$ cat src/rtl/board_input_reader_if.sv
// Polled read port of the board input reader: one-cycle strobe in, registered data out.
interface board_input_reader_if;
    logic        rd_en;
    logic [1:0]  rd_addr;
    logic [31:0] rd_data;
    logic        rd_valid;

    modport master (output rd_en, rd_addr, input rd_data, rd_valid);
    modport slave  (input rd_en, rd_addr, output rd_data, rd_valid);
endinterface

$ cat src/rtl/board_input_reader.sv
// Switch/button sampler with debounce, press edge flags and a memory-mapped read port.
// Optional release flags at addr 2 bits [7:4] when BTN_RELEASE_FLAG_EN is defined.

module board_input_btn_lane #(
    parameter int DB_COUNT = 10
) (
    input  logic clk,
    input  logic rst,
    input  logic raw,
    input  logic tick,
    output logic level,
    output logic level_d
);
    logic [1:0] sync;
    logic [7:0] cnt;

    // cnt tracks consecutive ticks on which the synchronised pin disagrees with level
    always_ff @(posedge clk or negedge rst) begin
        if (!rst) begin
            sync    <= '0;
            cnt     <= '0;
            level   <= 1'b0;
            level_d <= 1'b0;
        end else begin
            sync    <= {sync[0], raw};
            level_d <= level;
            if (tick) begin
                if (sync[1] == level) begin
                    cnt <= '0;
                end else if (cnt == 8'(DB_COUNT - 1)) begin
                    level <= sync[1];
                    cnt   <= '0;
                end else begin
                    cnt <= cnt + 8'd1;
                end
            end
        end
    end
endmodule

module board_input_reader #(
    parameter int N_SW     = 16,
    parameter int N_BTN    = 4,
    parameter int DB_TICK  = 1000,
    parameter int DB_COUNT = 10
) (
    input  logic                 clk,
    input  logic                 rst,
    input  logic [N_SW-1:0]      sw_in,
    input  logic [N_BTN-1:0]     btn_in,
    board_input_reader_if.slave  rd,
    output logic                 press_any
);
    localparam int PW = (DB_TICK > 1) ? $clog2(DB_TICK) : 1;

    logic [PW-1:0]    pre;
    logic             tick;
    logic [N_SW-1:0]  sw_s1, sw_q;
    logic [N_BTN-1:0] lvl, lvl_d, press;
    logic [3:0]       press4, pflag;
    logic [7:0]       flag_all, press_cnt0;
    logic             clr;
    logic [31:0]      rd_word;

    assign tick = (pre == PW'(DB_TICK - 1));

    always_ff @(posedge clk or negedge rst) begin
        if (!rst)      pre <= '0;
        else if (tick) pre <= '0;
        else           pre <= pre + PW'(1);
    end

    always_ff @(posedge clk or negedge rst) begin
        if (!rst) begin
            sw_s1 <= '0;
            sw_q  <= '0;
        end else begin
            sw_s1 <= sw_in;
            sw_q  <= sw_s1;
        end
    end

    board_input_btn_lane #(.DB_COUNT(DB_COUNT)) u_lane [N_BTN-1:0] (
        .clk     (clk),
        .rst     (rst),
        .raw     (btn_in),
        .tick    (tick),
        .level   (lvl),
        .level_d (lvl_d)
    );

    assign press = lvl & ~lvl_d;
    assign clr   = rd.rd_en && (rd.rd_addr == 2'd2);

    always_comb begin
        press4               = '0;
        press4[N_BTN-1:0]    = press;
    end

    // Set has priority over the read-clear so a press landing on the clear is kept
    always_ff @(posedge clk or negedge rst) begin
        if (!rst) pflag <= '0;
        else      pflag <= (clr ? 4'b0 : pflag) | press4;
    end

`ifdef BTN_RELEASE_FLAG_EN
    logic [3:0] rel4, rflag;

    always_comb begin
        rel4                 = '0;
        rel4[N_BTN-1:0]      = ~lvl & lvl_d;
    end

    always_ff @(posedge clk or negedge rst) begin
        if (!rst) rflag <= '0;
        else      rflag <= (clr ? 4'b0 : rflag) | rel4;
    end

    assign flag_all = {rflag, pflag};
`else
    assign flag_all = {4'b0, pflag};
`endif

    always_ff @(posedge clk or negedge rst) begin
        if (!rst) begin
            press_any  <= 1'b0;
            press_cnt0 <= '0;
        end else begin
            press_any <= |flag_all;
            if (press[0]) press_cnt0 <= press_cnt0 + 8'd1;
        end
    end

    always_comb begin
        rd_word = '0;
        case (rd.rd_addr)
            2'd0:    rd_word[N_SW-1:0]  = sw_q;
            2'd1:    rd_word[N_BTN-1:0] = lvl;
            2'd2:    rd_word[7:0]       = flag_all;
            default: rd_word[7:0]       = press_cnt0;
        endcase
    end

    always_ff @(posedge clk or negedge rst) begin
        if (!rst) begin
            rd.rd_valid <= 1'b0;
            rd.rd_data  <= '0;
        end else begin
            rd.rd_valid <= rd.rd_en;
            if (rd.rd_en) rd.rd_data <= rd_word;
        end
    end
endmodule

$ cat src/flat_wrapper.sv
// flat-port wrapper written by rule: the top's interface ports become plain ports
module board_input_reader_flat 
#(
    parameter int N_SW     = 16,
    parameter int N_BTN    = 4,
    parameter int DB_TICK  = 1000,
    parameter int DB_COUNT = 10
)
  (clk, rst, sw_in, btn_in, press_any, rd_rd_en, rd_rd_addr, rd_rd_data, rd_rd_valid);
  board_input_reader_if rd_i ();
  input  logic clk;
  input  logic rst;
  input  logic [N_SW-1:0] sw_in;
  input  logic [N_BTN-1:0] btn_in;
  output logic press_any;
  input wire logic [$bits(rd_i.rd_en)-1:0] rd_rd_en;
  input wire logic [$bits(rd_i.rd_addr)-1:0] rd_rd_addr;
  output wire logic [$bits(rd_i.rd_data)-1:0] rd_rd_data;
  output wire logic [$bits(rd_i.rd_valid)-1:0] rd_rd_valid;
  assign rd_i.rd_en = rd_rd_en;
  assign rd_i.rd_addr = rd_rd_addr;
  assign rd_rd_data = rd_i.rd_data;
  assign rd_rd_valid = rd_i.rd_valid;
  board_input_reader #(.N_SW(N_SW), .N_BTN(N_BTN), .DB_TICK(DB_TICK), .DB_COUNT(DB_COUNT)) u_core (.clk(clk), .rst(rst), .sw_in(sw_in), .btn_in(btn_in), .rd(rd_i), .press_any(press_any));
endmodule
$ cat config.mk
export PLATFORM = sky130hd
export DESIGN_NAME = board_input_reader_flat
export DESIGN_NICKNAME = d
export VERILOG_FILES = /design/src/rtl/board_input_reader_if.sv /design/src/rtl/board_input_reader.sv /design/src/flat_wrapper.sv
export SDC_FILE = /design/constraint.sdc
export NUM_CORES = 1
export LEC_CHECK = 0
export ABC_AREA = 1
export CORE_ASPECT_RATIO = 1.4
export CORE_MARGIN = 3
export CORE_UTILIZATION = 40
export DETAILED_ROUTE_END_ITERATION = 10
export SLEW_MARGIN = 30
export SYNTH_ARGS = -nofsm -noshare
export SYNTH_HDL_FRONTEND = slang
export SYNTH_SLANG_ARGS = --single-unit
$ cat constraint.sdc
create_clock -name clk -period 1.85 [get_ports clk]
set_input_delay 0.37 -clock clk [delete_from_list [all_inputs] [get_ports clk]]
set_output_delay 0.37 -clock clk [all_outputs]
set_load 0.01 [all_outputs]
==> results.md, run 1 <==
- Status: finished, final reports clean
- H-tree depth: 4
- Vias in the first global route: 4296
- Layout Utilization: 50.1%
- Power Density: 940 nW/um^2
- DP Area: 6130 sq um
- Via Count: 4237
- Num rows: 50
- First DRT Iteration DRCs: 270
- WHS: 0.342 ns
- Setup crit start kind: flop
- Die Wd: 105 microns
- Register area share after synthesis: 54.4%
- Hold Fails Final Rpt: 0
- Final WL: 10.9 mm
- Post-CTS Setup Bufs: 0
- PnR worst setup slack: 0.166 ns
- Max clock buf depth: 2
- Die Span Y: 145 microns
- Core area: 13500 sq um
- CP bufs+invs: 1
- Dpl ws: 0.122 ns
- Post_cts resized: 0
- Crit-path slowest cell: clkdlybuf4s50_1
- CP top delay family: buffers and inverters
- Clock Sinks: 120
- Fmax: 0.594 GHz
- Initial antenna violation count: 0
- Global route overflow: 0
- Skew final: 0.00967 ns
- Worst Setup End Kind: output port
- I/O Pins: 59
- DP HPWL: 7.64 mm
- Pwr Total: 6.34 mW
- # DRC: 0
- Num CTS Buffers: 17
- Root Driver: clkbuf_16
- Yosys top cell area share: 54.4%
- Synthesized instance count: 645
- CP required: 1.48 ns
- Vias per inst: 4.70
- Post-synth cell types: 30
- # port buffers: 42
- Cell taking the most area after synthesis: dfrtp_1
- Max-cap check violation count: 0
- Post-synth EDFFs: 0
- Pleak: 3.20 nW
- Worst VDD drop: 0.000563 V
- Hold Crit Class: reg -> reg
- Setup tns final: 0 ns
- # setup viols final: 0
- Post-Place Cells: 869
- RSZ-0062 raised after global routing: no
- Clock Latency Late Sink: 0.41 ns
- Crit-path cells: clkdlybuf4s50_1
- Ys async rst share: 100%
- Mean Syn Cell Area: 8.56 sq um
- Die area: 15300 sq um
- Final worst path period share: 91.0%
- Starting Density: 41.0%
- Non-filler cells, final: 902
- DR WL/cell: 12.1 microns
- P&R area growth vs syn: 22.1%
- Post-synthesis register bit count: 120
- CP Max Fanout: 2
- List of most frequent post-synthesis cells: nand2_1, dfrtp_1, nand3_1, nor2_1, inv_1
- Nets: 742
- TritonRoute pass-1 iters: 4
- Post-route cell area: 6740 sq um
- Synthesized area: 5520 sq um
- Largest cells by area after synthesis: dfrtp_1, nand2_1, nand3_1
- Worst Path Arrival: 1.31 ns
- Fraction of layout cells with a size suffix above 1: 8.75%
- Slowest stage delay, CP: 0.56 ns
- Gpl congestion: 0.842
- TritonCTS clock tree: built
- Max Transition Viols Final: 0
- Most frequent cell after synthesis: nand2_1
- Hold-fix buffers at CTS: 1
- Yosys warning count: 0
- Largest net degree at the start of global routing: 43
- Antenna-violating nets left: 0
- First-pass GRT wire length: 19.5 mm
- Fin crit period: 1.68 ns
- Clock-pin slew on the worst setup and hold paths: 0.06 ns
- Main flop type after synthesis: dfrtp_1
- Total Routing Usage GR: 15.5%
- Crit path kind: reg -> out
- Diode count: 0
-- area by class of cell --
cell class	instances	area (sq um)
well taps	182	228
clock inverters	14	175
flip-flops and latches	120	3000
multi-input cells	444	2110
fillers	1227	6710
repair buffers	55	543
inverters	69	259
clock buffers	18	429
-- metal layers --
metal / wire [microns] / part of all wire (%) / global-route usage [%]
met5: 0 / 0 / 0
met4: 196 / 1.8 / 5.98
met3: 360 / 3.3 / 4.41
met2: 5720 / 52 / 27.5
met1: 4630 / 42 / 17.5
-- kinds of logic after synthesis --
group                      after synthesis  synth area share (%)
adders and majority gates               10                  2.27
other                                    1                0.0679
xor gates and xnor gates                16                  2.54
buffers and inverters                   96                  8.48
AOI/OAI and AO/OA                       48                  5.53
DFF                                    120                  54.4
and+or+nand+nor                        354                  26.7
-- sequential cells by signal, summed over array words and instances (netlist names) --
register / flops
u_core.u_lane.level: 4
u_core.press_any: 1
u_core.sw_q: 16
u_core.rd.rd_data: 16
u_core.u_lane.level_d: 4
u_core.u_lane.cnt: 32
u_core.rd.rd_valid: 1
u_core.u_lane.sync: 8
u_core.press_cnt0: 8
u_core.sw_s1: 16
u_core.pflag: 4
u_core.pre: 10
-- power breakdown --
group          switching, mW  total [mW]  leakage, nW  internal [mW]
clock                   1.20        3.33        0.287           2.13
combinational          0.155       0.284         1.37          0.129
sequential            0.0285        2.73         1.55           2.70
-- cells in the final DEF, fill, tap and decap left out, drive strengths merged, types with 3 or more instances in the layout --
cell and count:
clkinvlp 3, o22ai 3, nand3 72, nor3 4, bufinv 3, xor2 8, inv 70, nand2 198
conb 16, xnor2 8, a31oi 4, nor2 72, o22a 3, clkdlybuf4s50 41, clkbuf 18, dfrtp 120
o21ai 33, buf 13, ha 10, clkinv 7, a21oi 5, nand4 5
-- path summary, 6_finish.rpt --
path / from / to / slack, ns / depth (start not counted)
worst max-delay path: u_core.rd.rd_data[3] / rd_rd_data[3] / 0.17 / 1
worst min-delay path: u_core.sw_s1[15] / u_core.sw_q[15] / 0.34 / 0
worst max register to register: u_core.pre[0] / u_core.u_lane[2].level / 0.23 / 9
worst min register to register: u_core.sw_s1[15] / u_core.sw_q[15] / 0.34 / 0
max in group asynchronous: rst / u_core.u_lane[1].sync[0] / 0.89 / 3
min in group asynchronous: rst / u_core.rd.rd_data[3] / 0.42 / 2
Note: power is estimated with default switching activity, not from simulation.
==> run 2, diff against run 1 <==
--- a/config.mk
+++ b/config.mk
@@ -10,6 +10,7 @@
 export CORE_MARGIN = 3
 export CORE_UTILIZATION = 40
 export DETAILED_ROUTE_END_ITERATION = 10
+export SKIP_CTS_REPAIR_TIMING = 1
 export SLEW_MARGIN = 30
 export SYNTH_ARGS = -nofsm -noshare
 export SYNTH_HDL_FRONTEND = slang
==> results of run 2 <==
Final layout, timing and power as in run 1 (identical DEF).
Among the figures that moved: wire length of the first global-routing pass 19500 microns -> 19400 microns; via count of the first global-routing pass 4296 -> 4284
==> run 3, diff against run 2 <==
--- a/config.mk
+++ b/config.mk
@@ -11,7 +11,7 @@
 export CORE_UTILIZATION = 40
 export DETAILED_ROUTE_END_ITERATION = 10
 export SKIP_CTS_REPAIR_TIMING = 1
-export SLEW_MARGIN = 30
+export SLEW_MARGIN = 20
 export SYNTH_ARGS = -nofsm -noshare
 export SYNTH_HDL_FRONTEND = slang
 export SYNTH_SLANG_ARGS = --single-unit
==> results of run 3 <==
Final layout, timing and power as in run 1 (identical DEF).
Among the figures that moved: wire length of the first global-routing pass 19500 microns -> 19400 microns; via count of the first global-routing pass 4296 -> 4284
